## src/rtl/instruction_cache_pkg.sv

```systemverilog
// Shared constants, PC field positions and FSM encoding
// for the direct-mapped instruction cache.
package instruction_cache_pkg;

    localparam int NUM_BLOCKS      = 8;
    localparam int WORDS_PER_BLOCK = 4;
    localparam int TAG_W           = 3;
    localparam int BLOCK_ADDR_W    = 6;

    localparam int IDX_W  = $clog2(NUM_BLOCKS);
    localparam int OFF_W  = $clog2(WORDS_PER_BLOCK);
    localparam int WORD_W = 32;
    localparam int LINE_W = WORD_W * WORDS_PER_BLOCK;

    localparam int OFF_LSB = 2;
    localparam int IDX_LSB = OFF_LSB + OFF_W;
    localparam int TAG_LSB = IDX_LSB + IDX_W;
    localparam int BLK_LSB = IDX_LSB;

    typedef enum logic {
        S_IDLE  = 1'b0,
        S_FETCH = 1'b1
    } state_t;

endpackage

```

## src/rtl/icache_line_array.sv

```systemverilog
// Valid/tag/data storage: one fill write port and a
// combinational read port returning hit and selected word.
module icache_line_array
    import instruction_cache_pkg::*;
(
    input  logic              i_clk,
    input  logic              i_rst,
    input  logic              i_we,
    input  logic [IDX_W-1:0]  i_wr_idx,
    input  logic [TAG_W-1:0]  i_wr_tag,
    input  logic [LINE_W-1:0] i_wr_data,
    input  logic [IDX_W-1:0]  i_rd_idx,
    input  logic [TAG_W-1:0]  i_rd_tag,
    input  logic [OFF_W-1:0]  i_rd_off,
    output logic              o_hit,
    output logic [WORD_W-1:0] o_word
);

    logic [NUM_BLOCKS-1:0] r_valid;
    logic [TAG_W-1:0]      r_tag  [NUM_BLOCKS];
    logic [LINE_W-1:0]     r_data [NUM_BLOCKS];

    logic [LINE_W-1:0] w_line;
    logic [6:0]        w_bit_base;

    always_ff @(posedge i_clk) begin
        if (i_rst) begin
            r_valid <= '0;
        end else if (i_we) begin
            r_valid[i_wr_idx] <= 1'b1;
        end
    end

    // Tag and data are not reset; the valid bit gates their use.
    always_ff @(posedge i_clk) begin
        if (!i_rst && i_we) begin
            r_tag[i_wr_idx]  <= i_wr_tag;
            r_data[i_wr_idx] <= i_wr_data;
        end
    end

    assign w_line     = r_data[i_rd_idx];
    assign w_bit_base = {i_rd_off, 5'b0};
    assign o_word     = w_line[w_bit_base +: WORD_W];
    assign o_hit      = r_valid[i_rd_idx] && (r_tag[i_rd_idx] == i_rd_tag);

endmodule

```

## src/rtl/instruction_cache.sv

```systemverilog
// Direct-mapped read-only instruction cache: zero-cycle hits,
// stalls the PC and fetches a 128-bit block on a miss.
module instruction_cache
    import instruction_cache_pkg::*;
(
    input  logic                    CLK,
    input  logic                    RESET,
    input  logic [31:0]             PC,
    output logic [31:0]             INSTRUCTION,
    output logic                    INS_BUSYWAIT,
    output logic                    MEM_READ,
    output logic [BLOCK_ADDR_W-1:0] MEM_ADDRESS,
    input  logic [LINE_W-1:0]       MEM_READDATA,
    input  logic                    MEM_BUSYWAIT
);

    state_t r_state;
    state_t w_next;

    logic [BLOCK_ADDR_W-1:0] r_fill_addr;

    logic [OFF_W-1:0]        w_off;
    logic [IDX_W-1:0]        w_idx;
    logic [TAG_W-1:0]        w_tag;
    logic [BLOCK_ADDR_W-1:0] w_blk;
    logic                    w_hit;
    logic                    w_we;
    logic                    w_busy;
    logic                    w_read;
    logic                    w_unused_pc;

    assign w_off = PC[IDX_LSB-1:OFF_LSB];
    assign w_idx = PC[TAG_LSB-1:IDX_LSB];
    assign w_tag = PC[TAG_LSB+TAG_W-1:TAG_LSB];
    assign w_blk = PC[BLK_LSB+BLOCK_ADDR_W-1:BLK_LSB];

    assign w_unused_pc = ^{PC[31:TAG_LSB+TAG_W], PC[OFF_LSB-1:0]};

    icache_line_array u_lines (
        .i_clk     (CLK),
        .i_rst     (RESET),
        .i_we      (w_we),
        .i_wr_idx  (r_fill_addr[IDX_W-1:0]),
        .i_wr_tag  (r_fill_addr[BLOCK_ADDR_W-1:IDX_W]),
        .i_wr_data (MEM_READDATA),
        .i_rd_idx  (w_idx),
        .i_rd_tag  (w_tag),
        .i_rd_off  (w_off),
        .o_hit     (w_hit),
        .o_word    (INSTRUCTION)
    );

    always_ff @(posedge CLK) begin
        if (RESET) begin
            r_state     <= S_IDLE;
            r_fill_addr <= '0;
        end else begin
            r_state <= w_next;
            if (r_state == S_IDLE && !w_hit) begin
                r_fill_addr <= w_blk;
            end
        end
    end

    always_comb begin
        w_next = r_state;
        w_busy = 1'b0;
        w_read = 1'b0;
        w_we   = 1'b0;
        unique case (r_state)
            S_IDLE: begin
                w_busy = !w_hit;
                if (!w_hit) begin
                    w_next = S_FETCH;
                end
            end
            S_FETCH: begin
                w_busy = 1'b1;
                w_read = 1'b1;
                if (!MEM_BUSYWAIT) begin
                    w_we   = 1'b1;
                    w_next = S_IDLE;
                end
            end
            default: w_next = S_IDLE;
        endcase
        // Reset dominates: quiet interface and no fill commit.
        if (RESET) begin
            w_busy = 1'b0;
            w_read = 1'b0;
            w_we   = 1'b0;
        end
    end

    assign INS_BUSYWAIT = w_busy;
    assign MEM_READ     = w_read;
    assign MEM_ADDRESS  = RESET ? '0 : r_fill_addr;

endmodule

```

## config.mk

```make
export PLATFORM = sky130hd
export DESIGN_NAME = instruction_cache
export DESIGN_NICKNAME = d
export VERILOG_FILES = /design/src/rtl/instruction_cache_pkg.sv /design/src/rtl/icache_line_array.sv /design/src/rtl/instruction_cache.sv
export SDC_FILE = /design/constraint.sdc
export NUM_CORES = 1
export LEC_CHECK = 0
export CORE_MARGIN = 2
export CORE_UTILIZATION = 64
export CTS_CLUSTER_SIZE = 30
export DETAILED_ROUTE_END_ITERATION = 10
export PLACE_DENSITY = 0.88
export SYNTH_ARGS = -nofsm -noshare
export SYNTH_HDL_FRONTEND = slang
export SYNTH_HIERARCHICAL = 1
export SYNTH_SLANG_ARGS = --single-unit
```

## constraint.sdc

```tcl
create_clock -name CLK -period 26.5 [get_ports CLK]
set_clock_uncertainty 0.1 [all_clocks]
set_input_delay 5.3 -clock CLK [delete_from_list [all_inputs] [get_ports CLK]]
set_output_delay 5.3 -clock CLK [all_outputs]
set_load 0.02 [all_outputs]
```

# After elaboration in Yosys (flattened, before gate mapping)
# Memories as Yosys holds them, arrays and structs flattened.
# Index checks and enable logic that the tools add are counted.
dict set report op_classes {
  n_lt_le_gt_ge 3
  eq_ne 1
  n_shift 1
  n_mux 17
  n_bitwise 2
  reduce_logical 6
}
# cell count
set op_table {}
lappend op_table {{$shiftx A128 B8 Y32} 1}
lappend op_table {{$mux W1} 12}
lappend op_table {{$lt A3 B4 Y1 const B} 2}
lappend op_table {{$or A8 B8 Y8} 1}
lappend op_table {{$mux W6} 1}
lappend op_table {{$logic_and A1 B1 Y1} 4}
lappend op_table {{$pmux W1 S2} 2}
lappend op_table {{$bmux W1 S3} 1}
lappend op_table {{$demux W1 S3} 1}
lappend op_table {{$eq A3 B3 Y1} 1}
lappend op_table {{$ge A3 B1 Y1 const B} 1}
lappend op_table {{$logic_not A1 Y1} 2}
lappend op_table {{$not A1 Y1} 1}
dict set report word_totals {
  register_bits 15
  mem_bits_rw 1048
  inputBits 163
  output_inout_bits 40
  mem_count 2
}
# name words width read_ports rd_clocked_by_memory_dff wr line_no
set memory_table {}
lappend memory_table {u_lines.r_data 8 128 1 0 1 icache_line_array.sv:21} ;# logic [LINE_W-1:0] r_data [NUM_BLOCKS];
lappend memory_table {u_lines.r_tag 8 3 1 0 1 icache_line_array.sv:20} ;# logic [TAG_W-1:0] r_tag [NUM_BLOCKS];

# Depth between registers and ports, before layout
# Gate-level depths: netlist (run 1).
dict set report depth {
  depth_word 6
  mapped_depth 12
  mapped_depth_nobuf 7
}

# Modules after synthesis
# Netlist (run 1), hierarchy kept.
# mod n_inst cells_each area_each_um2 seq_area_each_um2
set modules_own_cells {}
lappend modules_own_cells {icache_line_array 1 1743 40436.3 31630.3}
lappend modules_own_cells {instruction_cache 1 36 346.6 140.1}

# Worst setup path before layout (run 1)
# No wires, ideal clock.
dict set report synth_timing {
  kind {input to register}
  from {input RESET}
  to {memory u_lines/r_data[1][0] (netlist name) (enable)}
  arrival_ns 18.178
  path_slack_ns 7.276
  path_stages 4
  path_cell_list {buf_6 nor3_1 nand2_1 nor4_1}
}
dict set report synth_via {
  elab_chain_cells 4
}
# element line_no
set synth_rtl {}
lappend synth_rtl {{start: declaration} instruction_cache.sv:7} ;# input logic RESET,
lappend synth_rtl {{$mux W1} instruction_cache.sv:88} ;# if (RESET) begin
lappend synth_rtl {{via w_we} instruction_cache.sv:27} ;# logic w_we;
lappend synth_rtl {{$logic_and A1 B1 Y1} icache_line_array.sv:36} ;# if (!i_rst && i_we) begin
lappend synth_rtl {{$mux W1} icache_line_array.sv:36}
lappend synth_rtl {{$mux W1 (not written as such)} icache_line_array.sv:38} ;# r_data[i_wr_idx] <= i_wr_data;
lappend synth_rtl {{end: declaration} icache_line_array.sv:21}
# The timed path passes the listed nets, and every way through them passes these cells.

# Final worst setup path (run 1)
dict set report layout_timing {
  from {input PC[4]}
  to {output INSTRUCTION[18]}
}
dict set report layout_via {
  elab_chain_cells 2
}
# element line_no
set layout_rtl {}
lappend layout_rtl {{start: declaration} instruction_cache.sv:8} ;# input logic [31:0] PC,
lappend layout_rtl {{$mem_v2 Z8 W128} n/a}
lappend layout_rtl {{$shiftx A128 B8 Y32} icache_line_array.sv:44} ;# assign o_word = w_line[w_bit_base +: WORD_W];
lappend layout_rtl {{end: declaration} instruction_cache.sv:9} ;# output logic [31:0] INSTRUCTION,
# Every way passes these cells.

==> results of run 1 <==
## area by class of cell
| type | instances | area (µm²) |
|---|---|---|
| tap | 846 | 1060 |
| clock buffer | 125 | 2620 |
| fill | 3183 | 16300 |
| timing repair buffer | 201 | 2050 |
| sequential | 1063 | 31800 |
| clock inverter | 58 | 668 |
| multi-input combinational | 615 | 8560 |
| antenna | 17 | 42.5 |
| inverter | 2 | 7.51 |
## sequential cells by signal, indices dropped and copies added, names as in the netlist
signal / flops
r_state: 1
r_fill_addr: 6
u_lines/r_valid: 8
u_lines/r_tag: 24
u_lines/r_data: 1024
## layout by cell type, fill, tap and decap left out, types with 15 or more instances in the layout
cell	count
edfxtp_1	1048
mux4_2	262
clkdlybuf4s50_1	173
clkbuf_16	101
mux2i_1	70
mux2_2	64
nand2_1	37
nor2_1	35
a21oi_1	34
o21ai_0	32
a211oi_1	32
clkbuf_1	24
clkinv_1	20
diode_2	17
buf_4	17
dfxtp_1	15
## worst max-delay path: stages
cell,delay (ns)
buf_8,0.40
buf_4,0.85
buf_12,0.65
buf_4,0.79
mux4_2,0.60
mux2_2,0.28
o21ai_0,0.52
a21oi_1,0.22
clkdlybuf4s50_1,0.63
## metal layers
metal,up-vias,GRT usage [%]
li1,7961,-
met1,10700,41.5
met2,1588,51.1
met3,219,5.90
met4,12,10.9
met5,-,0
## through the flow
| stage | power, mW | hold slack [ns] | std cells |
|---|---|---|---|
| 6_report | 3.49 | 0.359 | 2927 |
| 5_1_grt | 3.57 | 0.368 | 2919 |
| 4_1_cts | 3.51 | 0.357 | 2910 |
| 3_5_place_dp | 2.08 | 0.340 | 2727 |
| 3_3_place_gp | 2.07 | 0.327 | 2727 |
| 2_1_floorplan | 2.00 | 0.321 | 1779 |
## Yosys cell counts
| cell type | number | area share (%) |
|---|---|---|
| nand3_1 | 3 | 0.037 |
| a211oi_1 | 32 | 0.59 |
| dfxtp_1 | 15 | 0.74 |
| mux2i_1 | 70 | 1.7 |
| nor2_1 | 41 | 0.38 |
| o21ai_0 | 32 | 0.39 |
| xnor2_1 | 2 | 0.043 |
| a22oi_1 | 1 | 0.018 |
| nand2_1 | 37 | 0.34 |
| a21oi_1 | 34 | 0.42 |
| buf_6 | 10 | 0.28 |
| a21o_1 | 14 | 0.26 |
| mux4_2 | 262 | 14 |
| xor2_1 | 1 | 0.021 |
| inv_1 | 1 | 0.0092 |
| edfxtp_1 | 1048 | 77 |
| clkbuf_1 | 39 | 0.36 |
| nor4_1 | 2 | 0.031 |
| buf_4 | 7 | 0.13 |
| buf_2 | 26 | 0.32 |
| nand3b_1 | 2 | 0.037 |
| nor4b_1 | 6 | 0.13 |
| mux2_2 | 64 | 1.8 |
| nor4_2 | 1 | 0.031 |
| nor3_1 | 1 | 0.012 |
| nor2b_1 | 7 | 0.11 |
| clkinv_1 | 1 | 0.0092 |
| or2_1 | 1 | 0.015 |
| nand2b_1 | 2 | 0.031 |
| buf_1 | 17 | 0.16 |
## power groups by stage
stage / Combinational (mW) / Sequential (mW) / Clock, mW
after detailed placement: 0.184 / 1.89 / 0
after global placement: 0.176 / 1.89 / 0
after CTS: 0.191 / 1.86 / 1.46
final: 0.191 / 1.86 / 1.45
after floorplan: 0.104 / 1.89 / 0
after global routing: 0.201 / 1.86 / 1.52
## worst max-delay path by stage
stage               slack, ns  startpoint  cells past startpoint                    to
finish                  10.52       PC[4]                      9       INSTRUCTION[18]
global route            10.11       PC[4]                      9       INSTRUCTION[11]
CTS                     10.46       PC[4]                      9       INSTRUCTION[18]
detailed placement      10.52       PC[4]                      9        INSTRUCTION[9]
global placement        10.55       PC[4]                      9        INSTRUCTION[9]
floorplan                7.28       RESET                      4  u_lines/r_data[1][0]
## kinds of logic (layout without fill, tap and decap cells)
| logic type | Yosys count | count (layout) |
|---|---|---|
| simple gates | 103 | 103 |
| mux | 396 | 396 |
| compound gates | 113 | 113 |
| buf+inv | 101 | 386 |
| xor+xnor | 3 | 3 |
| flops | 1063 | 1063 |
| other cells | 0 | 17 |
==> run summary, run 1 <==
The flow ran to the end, and the final reports show no timing, DRC or antenna violations. The analysis attributes to cell leakage a power of 14.8 nW. The worst min-delay path startpoint is u_lines/r_valid[6].

The startpoint identified for the worst register-to-register timing path is r_state. Entering global routing, the biggest net connects 124 pins. The number of detailed-routing iterations run before antenna repair is 6.

After floorplanning, the core was sized to cover approximately 63000 µm². The number of hold buffers added after CTS was 0. The mean post-synth cell area came out at around 23 µm². The residual antenna-violating net count after detailed routing came out at 0. The clock latency on the worst-skew pair is between 0.6 and 0.7 ns. Summed over all nets, the half-perimeter wirelength after detailed placement is 48.5 mm. The worst setup path is captured at an output pin. The detail-routed via count per cell came out at 6.99. The critical path is of the in -> out type. The switching share of total power is 21.0%. The violation count after the first detailed-route iteration came out at 2951. The standard cell area after detailed placement came out at 43400 µm². The post-synthesis instance area is 40800 µm². The number of ports placed on the die boundary is 203. The synthesized-area fraction occupied by and/or/nand/nor cells is under 10%. The area of all placed cells without fillers came out at 46800 µm².

The post-route fraction of the period consumed by the critical path is 60.3%. The sequential cell fraction of total power came out at 53.2%. The register-to-register setup slack is 21.75 ns. The path with the worst hold slack has its endpoint at u_lines/r_valid[6]. The maximum net fanout on the critical path came out at 109. In the final layout, the share of cells above drive strength 1 is between 20% and 30%. TritonCTS built the clock tree. The max-slew headroom at the worst pin is 23.9%. STA classifies the critical path startpoint as an input pin. The fraction of synthesized cell area in xor and xnor cells came out at 0.0644%. The switching power came out at 0.734 mW. Cells fill 74.1% of the core in the end. The dominant combinational cell family by area after synthesis is multiplexers. The number of storage elements in the synthesis netlist is between 1000 and 1500.

The fraction of synthesized area in multiplexers is 18.0%. The number of cells on the worst hold path came out at 1. The via count of the first global-routing pass came out at 20800. The number of max-capacitance violations reported came out at 0.

The number of hold violations in the final report came out at 0. STA puts the critical path data arrival time at 10.58 ns. The areal power density over the cells is around 75 nW/µm². TritonCTS created 100 clock buffers. The tightest min-delay check is of the reg -> reg type. The worst vdd rail ir drop came out at roughly 0.063 mV. The wire length per cell after detailed routing came out at 34.1 µm. The quantity of gates resized following cts came out at 0. Setup repair after global routing left no endpoint under its margin. The number of setup buffers added after CTS is 0. The site row count is 92. The clock power share is 41.4%. The total of buffers placed on input and output ports came out at around 180. The required time of the critical path came out at 21.10 ns.

Synthesis produced roughly 1800 cells. The share of total power in combinational logic came out at under 10%. The final-stage net count is between 2000 and 2500. Internal power comes to between 2 and 3 mW.

The number of warnings reported in the yosys synthesis log came out at 6. Yosys mapped the design onto 30 distinct sky130hd cell types. After detailed routing, the met3 layer carries between 9 and 10 mm of wire. The area growth from synthesis to layout came out at 14.7%. The clock net sink count is 1063. Clock-pin slew was measured on the worst setup and hold paths at 0.06 ns.

CTS placed an instance of clkbuf_16 at the clock tree root. After detailed routing, the wire length on met1 is 35.0 mm. The horizontal die dimension came out at 256 µm. The count of final setup violators is 0. The highest attainable clock frequency is approximately 0.063 GHz. Routability-driven placement finished with a final weighted congestion of 0.743.

The length in cells of the worst reg-to-reg path is 6. The net count after synthesis came out at 1942. The aggregate global-route resource usage is 30.7%. After detailed routing, no signal wire sits above met5. After global routing the overflow that remains totals 0. The die span in y is 256 µm. After Yosys synthesis, full adders, half adders and majority gates account for 0% of the synthesized area.

The total negative slack came out at 0 ns. The number of pins with negative max-slew slack in the final report was 0. Setup slack closes at about 11 ns. The number of levels in the clock H-tree came out at 3. The number of antenna violations at the first check in global routing was 21. The worst path in the final design needs a cycle of 15.98 ns, including I/O delays and setup. The worst-case clock buffer depth is 3. The starting density of the core is 64.7%.

In the routed design, unresolved DRC markers number 0. The post-synthesis sequential area ratio came out at 77.9%. The routed layout has 20500 vias. In this run the critical register-to-register path is captured at u_lines/r_data[6][34]. The length of routed met2 wiring is ~52 mm.

The area of the die came out at 65800 µm². The first global-routing pass estimated 145 mm of wire. The wire length reported by the detailed router is 99.9 mm. For the pin with the worst max-slew slack, the measured transition is 1.14 ns. The compound-cell area share of the yosys netlist came out at around 1.7%. Timing analysis after detailed placement gives a worst setup slack of 10.52 ns.
Power figures use the tool's default switching activity.
==> run 2: changes to the inputs <==
CORE_UTILIZATION = 54   (was 64)
PLACE_DENSITY = 0.8   (was 0.88)
clock period = 13.81 ns   (was 26.5 ns; I/O delays follow)
==> run 2 against run 1 <==
  * Clock power grew 83%
  * First-iteration DRC count is 36% lower
  * Clock-buffer cell count fell by 2
  * Cell count grew 3.9%
  * Critical path depth stayed put
  * Global-route usage is 7.8 points lower
  * Sequential share of layout area fell by 0.071 points
  * Non-clock buffer count up 2
  * Critical path type unchanged
  * Largest cell class unchanged
  * Largest power group unchanged
==> run summary, run 2 (synthesis results as in run 1) <==
The flow ran to the end, and the final reports show no timing, DRC or antenna violations. Setup violations remaining at the end of the flow were counted as 0. Routability-driven placement finished with a final weighted congestion of 0.701. The number of pins with negative max-slew slack in the final report came out at 0. The clock latency on the worst-skew pair came out at roughly 0.67 ns.

The total global routing overflow is 0. The area of all placed cells without fillers came out at approximately 47000 µm². The logic depth of the worst path, buffers included is 9. The area growth from synthesis to layout is 14.8%. Counting flops per register, the top entry is u_lines/r_data.

The standard cell area after detailed placement is 43600 µm². The internal portion of the total power is between 5 and 6 mW. The worst hold slack across all endpoints is 0.354 ns. Dividing the detail-routed via count by the number of cells gives 6.30. The leakage power of the design came out at 14.8 nW.

The worst register-to-register path ends at u_lines/r_data[4][45]. The wire length per cell after detailed routing came out at 29.1 µm. The number of flip-flops under the largest register name is between 1000 and 1500. The kind of end point of the critical path is an output pin. Hold repair after CTS inserted 0 buffers. The pre-antenna-repair detailed-routing pass consisted of 6 iterations. The worst path uses between 70% and 80% of the clock period. Detailed placement ended at an HPWL of 45.8 mm.

The library cells used most frequently in the layout, excluding fill and tap cells, are 1048 x edfxtp_1, 262 x mux4_2, 173 x clkdlybuf4s50_1, 101 x clkbuf_16, 70 x mux2i_1. The largest registers in the layout are u_lines/r_data: 1024 flops, u_lines/r_tag: 24 flops, u_lines/r_valid: 8 flops. The number of max-capacitance violations reported came out at 0. The delay contributed by the slowest stage of the critical path is 0.66 ns. The number of levels in the clock H-tree came out at 3. The wire length of the first global-routing pass is 130 mm. The data arrival time at the worst-slack endpoint is 6.85 ns. The transition time at the pin with the least slew margin is 1.12 ns. The clock network burns 40.4% of the power. The TritonCTS buffer count is 100. The die span in y is 279 µm. The endpoint of the worst setup timing path is INSTRUCTION[20]. The slowest stage of the critical path is the buf_4 cell.

The total vias in the final route is 19200. The worst min-delay path class is reg -> reg. The final total power is 6.57 mW. The total of buffers placed on input and output ports is 178. Grouping stages by cell kind, the critical path spends the most delay in buffers and inverters.

The clock transition time at the flip-flop clock pins of the worst setup and hold paths is 0.06 ns. Row generation in the floorplan step produced 100 rows. The reg-to-reg startpoint is r_state. The area of the die came out at 77700 µm².

The final-stage net count is approximately 2100. Traced cell by cell, the critical path runs through buf_8 > buf_12 > buf_4 > mux4_2 > mux2i_1 > nor2_1 > a211oi_1 > a21oi_1 > clkdlybuf4s50_1. The max-slew headroom at the worst pin is 24.4%. The via count of the first global-routing pass is 19900. In this run the worst path has a maximum fanout of 73. The quantity of gates resized following cts is 0. The share of layout cells above drive strength 1 is between 20% and 30%.

The sequential cell fraction of total power came out at 54.2%. The number of fill cells in the layout is 4749. The floorplan core area came out at between 70000 and 80000 µm². The share of total power in combinational logic is under 10%.

The number of antenna violations at the first check in global routing is 30. The wire length reported by the detailed router came out at a little under 90 mm. The worst-case IR drop observed on VDD is 0.124 mV. After detailed routing, the number of remaining DRC violations is 0. Setup repair after global routing left no endpoint under its margin. The minimum clock period is 9.71 ns.

The residual antenna-violating net count after detailed routing came out at 0. The number of ports placed on the die boundary came out at 203. The length in cells of the worst reg-to-reg path is 7. TritonCTS built the clock tree. Net switching is 20.6% of the power. The highest attainable clock frequency came out at 0.103 GHz. In this run the horizontal extent of the chip is 279 µm. The clock net sink count came out at between 1000 and 1500.

The total negative slack is 0 ns. The number of buffers and inverters on the critical path is 4. The buffers inserted during post-CTS setup optimization came out at 0.

In the global route stage, overall resource usage came out at a little under a quarter. STA classifies the critical path startpoint as an input pin. The largest net degree at the start of global routing came out at ~150.

The worst setup slack before clock tree synthesis is 4.08 ns. The worst-case clock buffer depth came out at 3. The initial utilization of the core area, before any placement, comes to 54.7%. The register-to-register setup slack came out at 9.67 ns. The areal power density over the cells is 140 nW/µm².

Clock tree synthesis selected as its root buffer the cell clkbuf_16. Setup slack on the critical path of the routed design comes to 4.10 ns. The number of hold violations in the final report is 0.

For this design the total switching power over the nets is 1.36 mW. The violation count after the first detailed-route iteration came out at 1883. The required time of the critical path came out at 10.95 ns. The commonest non-fill, non-tap cell in the layout is edfxtp_1. The setup path with the least slack is of type in -> out. In this run the worst setup path begins at PC[4].
## run 2: cell types whose count changed in the layout (fill, tap and decap cells not counted), sizes merged
cell | previous run | this run
clkinv | 39 | 47
clkbuf | 125 | 124
clkinvlp | 4 | 1
buf | 28 | 29
inv | 5 | 6
bufinv | 12 | 8
diode | 17 | 7
## run 2: power by group through the flow
stage / sequential [mW] / combinational (mW) / clock, mW
finish: 3.56 / 0.353 / 2.66
global placement: 3.63 / 0.341 / 0
global route: 3.56 / 0.376 / 2.82
detailed placement: 3.63 / 0.352 / 0
CTS: 3.56 / 0.356 / 2.69
floorplan: 3.63 / 0.199 / 0
## run 2: through the flow
stage | cells | util (%)
floorplan | 1779 | -
global placement | 2852 | 58.5
detailed placement | 2852 | 58.5
CTS | 3035 | 62.8
global route | 3040 | 62.8
finish | 3042 | 62.8
## run 2: final cells by class
class	instances	area [µm²]	area share, %
multi-input cells	615	8570	18.3
repair buffers	203	2070	4.41
diodes	7	17.5	0.0374
flip-flops and latches	1063	31800	67.9
well taps	969	1210	2.59
clock inverters	60	558	1.19
clock buffers	123	2610	5.57
inverters	2	7.51	0.0160
## run 2: worst reg2reg max path, stage by stage (launching register included)
cell and delay [ns]:
dfxtp_1 0.49, inv_1 0.12, nor3_1 0.30, nand2b_1 0.32, nor2_4 0.18, buf_4 0.65
buf_4 0.85, buf_4 0.69
## run 2: how the worst min path moves through the flow
stage | from | endpoint | slack, ns | depth (start not counted)
2_1_floorplan | u_lines/r_valid[1] | u_lines/r_valid[1] | 0.32 | 1
3_3_place_gp | u_lines/r_valid[1] | u_lines/r_valid[1] | 0.33 | 1
3_5_place_dp | u_lines/r_valid[3] | u_lines/r_valid[3] | 0.34 | 1
4_1_cts | u_lines/r_valid[3] | u_lines/r_valid[3] | 0.36 | 1
5_1_grt | u_lines/r_valid[3] | u_lines/r_valid[3] | 0.37 | 1
6_report | u_lines/r_valid[5] | u_lines/r_valid[5] | 0.35 | 1
## run 2: per-layer routing
layer / vias up / track usage, % / routed length, µm
met3: 151 / 5.58 / 7370
met1: 10200 / 30.5 / 33900
met2: 857 / 37.7 / 45200
met4: 32 / 7.07 / 1930
li1: 7944 / - / -
met5: - / 0 / 189
==> run 3: changes to the inputs <==
clock period = 7.94 ns   (was 13.81 ns; I/O delays follow)
==> run 3 against run 2 <==
  * Cell area is 0.45% higher
  * Highest routed layer unchanged
  * Routed wire length is 0.74% higher
  * Critical path depth is 1 lower
  * Worst setup slack worse by 2.6 ns
  * Register-to-register slack worse by 5.0 ns
  * Non-clock buffer count is 17 higher
  * Combinational power is 76% higher
  * Critical path type unchanged
  * Die area stayed put
  * Cell count is 0.79% higher
  * Total power is 73% higher
  * Sequential power is 74% higher
==> run summary, run 3 (synthesis results as in run 1) <==
The flow ran to the end, and the final reports show no timing, DRC or antenna violations. The areal power density over the cells came out at 242 nW/µm². The cell total after placement came out at 2869. The number of max-capacitance violations reported is 0. The final standard cell count with taps included and fillers excluded is 3066. The number of cells on the worst hold path is 1. The horizontal die dimension came out at 279 µm. The register-to-register setup slack came out at 4.66 ns. The maximum net fanout on the critical path came out at 44. The via count of the first global-routing pass came to between 15000 and 20000. The register with the most flip-flops in the final layout is u_lines/r_data. Leaving out fill and tap cells, the most frequent cell in the layout is edfxtp_1. The global routing stage identified its most utilized layer as met2. The largest registers in the layout are u_lines/r_data: 1024 flops, u_lines/r_tag: 24 flops, u_lines/r_valid: 8 flops. The number of pins with negative max-slew slack in the final report is 0. The total of buffers placed on input and output ports is about 180. The clock net sink count came out at between 1000 and 1500.

The number of levels in the clock H-tree came out at 3. The post-route fraction of the period consumed by the critical path is 81.3%. The buffers inserted during post-CTS setup optimization is 0. The worst setup path is captured at an output pin. The global routing met1 resource utilization is 29.6%. The destination of the worst hold path is u_lines/r_valid[1]. In this run the remaining antenna-violating nets after routing total 0. The number of hold violations in the final report came out at 0. In this run the critical register-to-register path is launched from r_state. STA puts the critical path data arrival time at 4.77 ns.

In the final routed layout, each cell accounts on average for 29.1 µm. The register with the most flip-flops in the layout has 1024 of them. The minimum clock period is 6.46 ns.

The final-stage net count is 2167. In the layout the commonest cells are 1048 x edfxtp_1, 262 x mux4_2, 173 x clkdlybuf4s50_1, 104 x clkbuf_16, 70 x mux2i_1. The worst min-delay path class is reg -> reg.

Row generation in the floorplan step produced 100 rows. The wire length reported by the detailed router is 89.2 mm. The number of hold buffers added after CTS was 0.

The number of antenna violations at the first check in global routing is 37. The transition time at the pin with the least slew margin is 1.19 ns. Global routing used 23.0% of the available tracks across all layers. The wire length of the first global-routing pass came out at 130 mm. The routing usage on met2 came out at 38.7%. The area of the die came out at 77700 µm². In this run the count of I/O pins placed on the die edge is 203. The total vias in the final route came out at 19100. IR analysis of the VDD net gives a maximum drop of 0.175 mV. For this run, global-route usage on met3 was measured as 6.32%. After detailed routing, the number of remaining DRC violations is 0.

The TritonCTS buffer count came out at 102. The clock transition time at the flip-flop clock pins of the worst setup and hold paths is 0.06 ns. The quantity of gates resized following cts came out at 0. The highest attainable clock frequency is 0.155 GHz. The worst hold slack across all endpoints came out at 0.358 ns. The area growth from synthesis to layout came out at 15.3%. The starting density of the core is 54.7%. CTS placed an instance of clkbuf_16 at the clock tree root. The clock latency on the worst-skew pair is ~0.64 ns. The type of the setup path with the least slack is in -> out. Setup repair after global routing left no endpoint under its margin.

The weighted congestion at the end of routability-driven global placement came out at 0.735. The final core utilization came out at between 60% and 70%. The worst pin sits at a relative slew slack of around a fifth. The die span in y came out at 279 µm. The required time of the critical path is 6.25 ns. The estimated wirelength of the detail-placed design is 48.6 mm. The length in cells of the worst reg-to-reg path came out at 5.

The worst-case clock buffer depth came out at 3. The violation count after the first detailed-route iteration is around 1800. The count of final setup violators is 0. The startpoint identified for the worst hold timing path is u_lines/r_valid[1].

The detail-routed via count per cell is 6.22. In this run the standard cell core region covers 74600 µm². The analysis attributes to cell leakage a power of 14.9 nW. STA classifies the critical path startpoint as an input pin. For this run, the detailed router's first-pass iteration total came to 5. The endpoint identified for the worst register-to-register timing path is u_lines/r_data[7][78]. Entering global routing, the biggest net connects between 100 and 150 pins. The share of layout cells above drive strength 1 is 25.5%. The total global routing overflow is 0. TritonCTS built the clock tree.
==> run 3: critical path, stage by stage <==
cell and delay (ns):
buf_8 0.36, buf_4 0.50, mux4_2 0.57, mux2i_1 0.20, nor2_1 0.08, a211oi_1 0.72, a21oi_1 0.10, clkdlybuf4s50_1 0.58
==> run 3: worst max-delay path by stage <==
stage                     startpoint                   end  slack (ns)  cells past startpoint
after global routing           PC[4]        INSTRUCTION[0]        1.28                      7
after floorplan                RESET  u_lines/r_data[7][0]       -0.39                      4
after global placement         PC[4]       INSTRUCTION[21]        1.55                      8
after CTS                      PC[4]       INSTRUCTION[29]        1.47                      7
after detailed placement       PC[4]       INSTRUCTION[29]        1.46                      7
final                          PC[4]       INSTRUCTION[21]        1.48                      8
==> run 3: where the power goes <==
group	internal [mW]	switching [mW]	total [mW]
combinational	0.289	0.334	0.623
sequential	6.19	0.0104	6.20
clock	2.56	2.00	4.55
==> run 3: layer usage <==
layer  vias to the layer above  routed length (µm)
met3                       152                7180
met4                        34                1680
met5                         -                 224
li1                       7981                   -
met2                       776               46200
met1                     10100               33900
==> run 3: layout make-up <==
class                   instances  area (µm²)
inverters                       2        7.51
flip-flops and latches       1063       31800
multi-input cells             615        8570
diodes                         14        35.0
clock buffers                 120        2660
repair buffers                220        2290
clock inverters                63         474
well taps                     969        1210
fillers                      4752       27500
==> run 3: stage by stage <==
step	TNS (ns)	power (mW)	setup WS (ns)	area, µm²
after global routing	0	11.7	1.28	47000
after global placement	0	6.91	1.55	43900
after CTS	0	11.4	1.47	47000
after detailed placement	0	6.94	1.46	43900
after floorplan	-307.17	6.66	-0.395	40800
final	0	11.4	1.48	47000
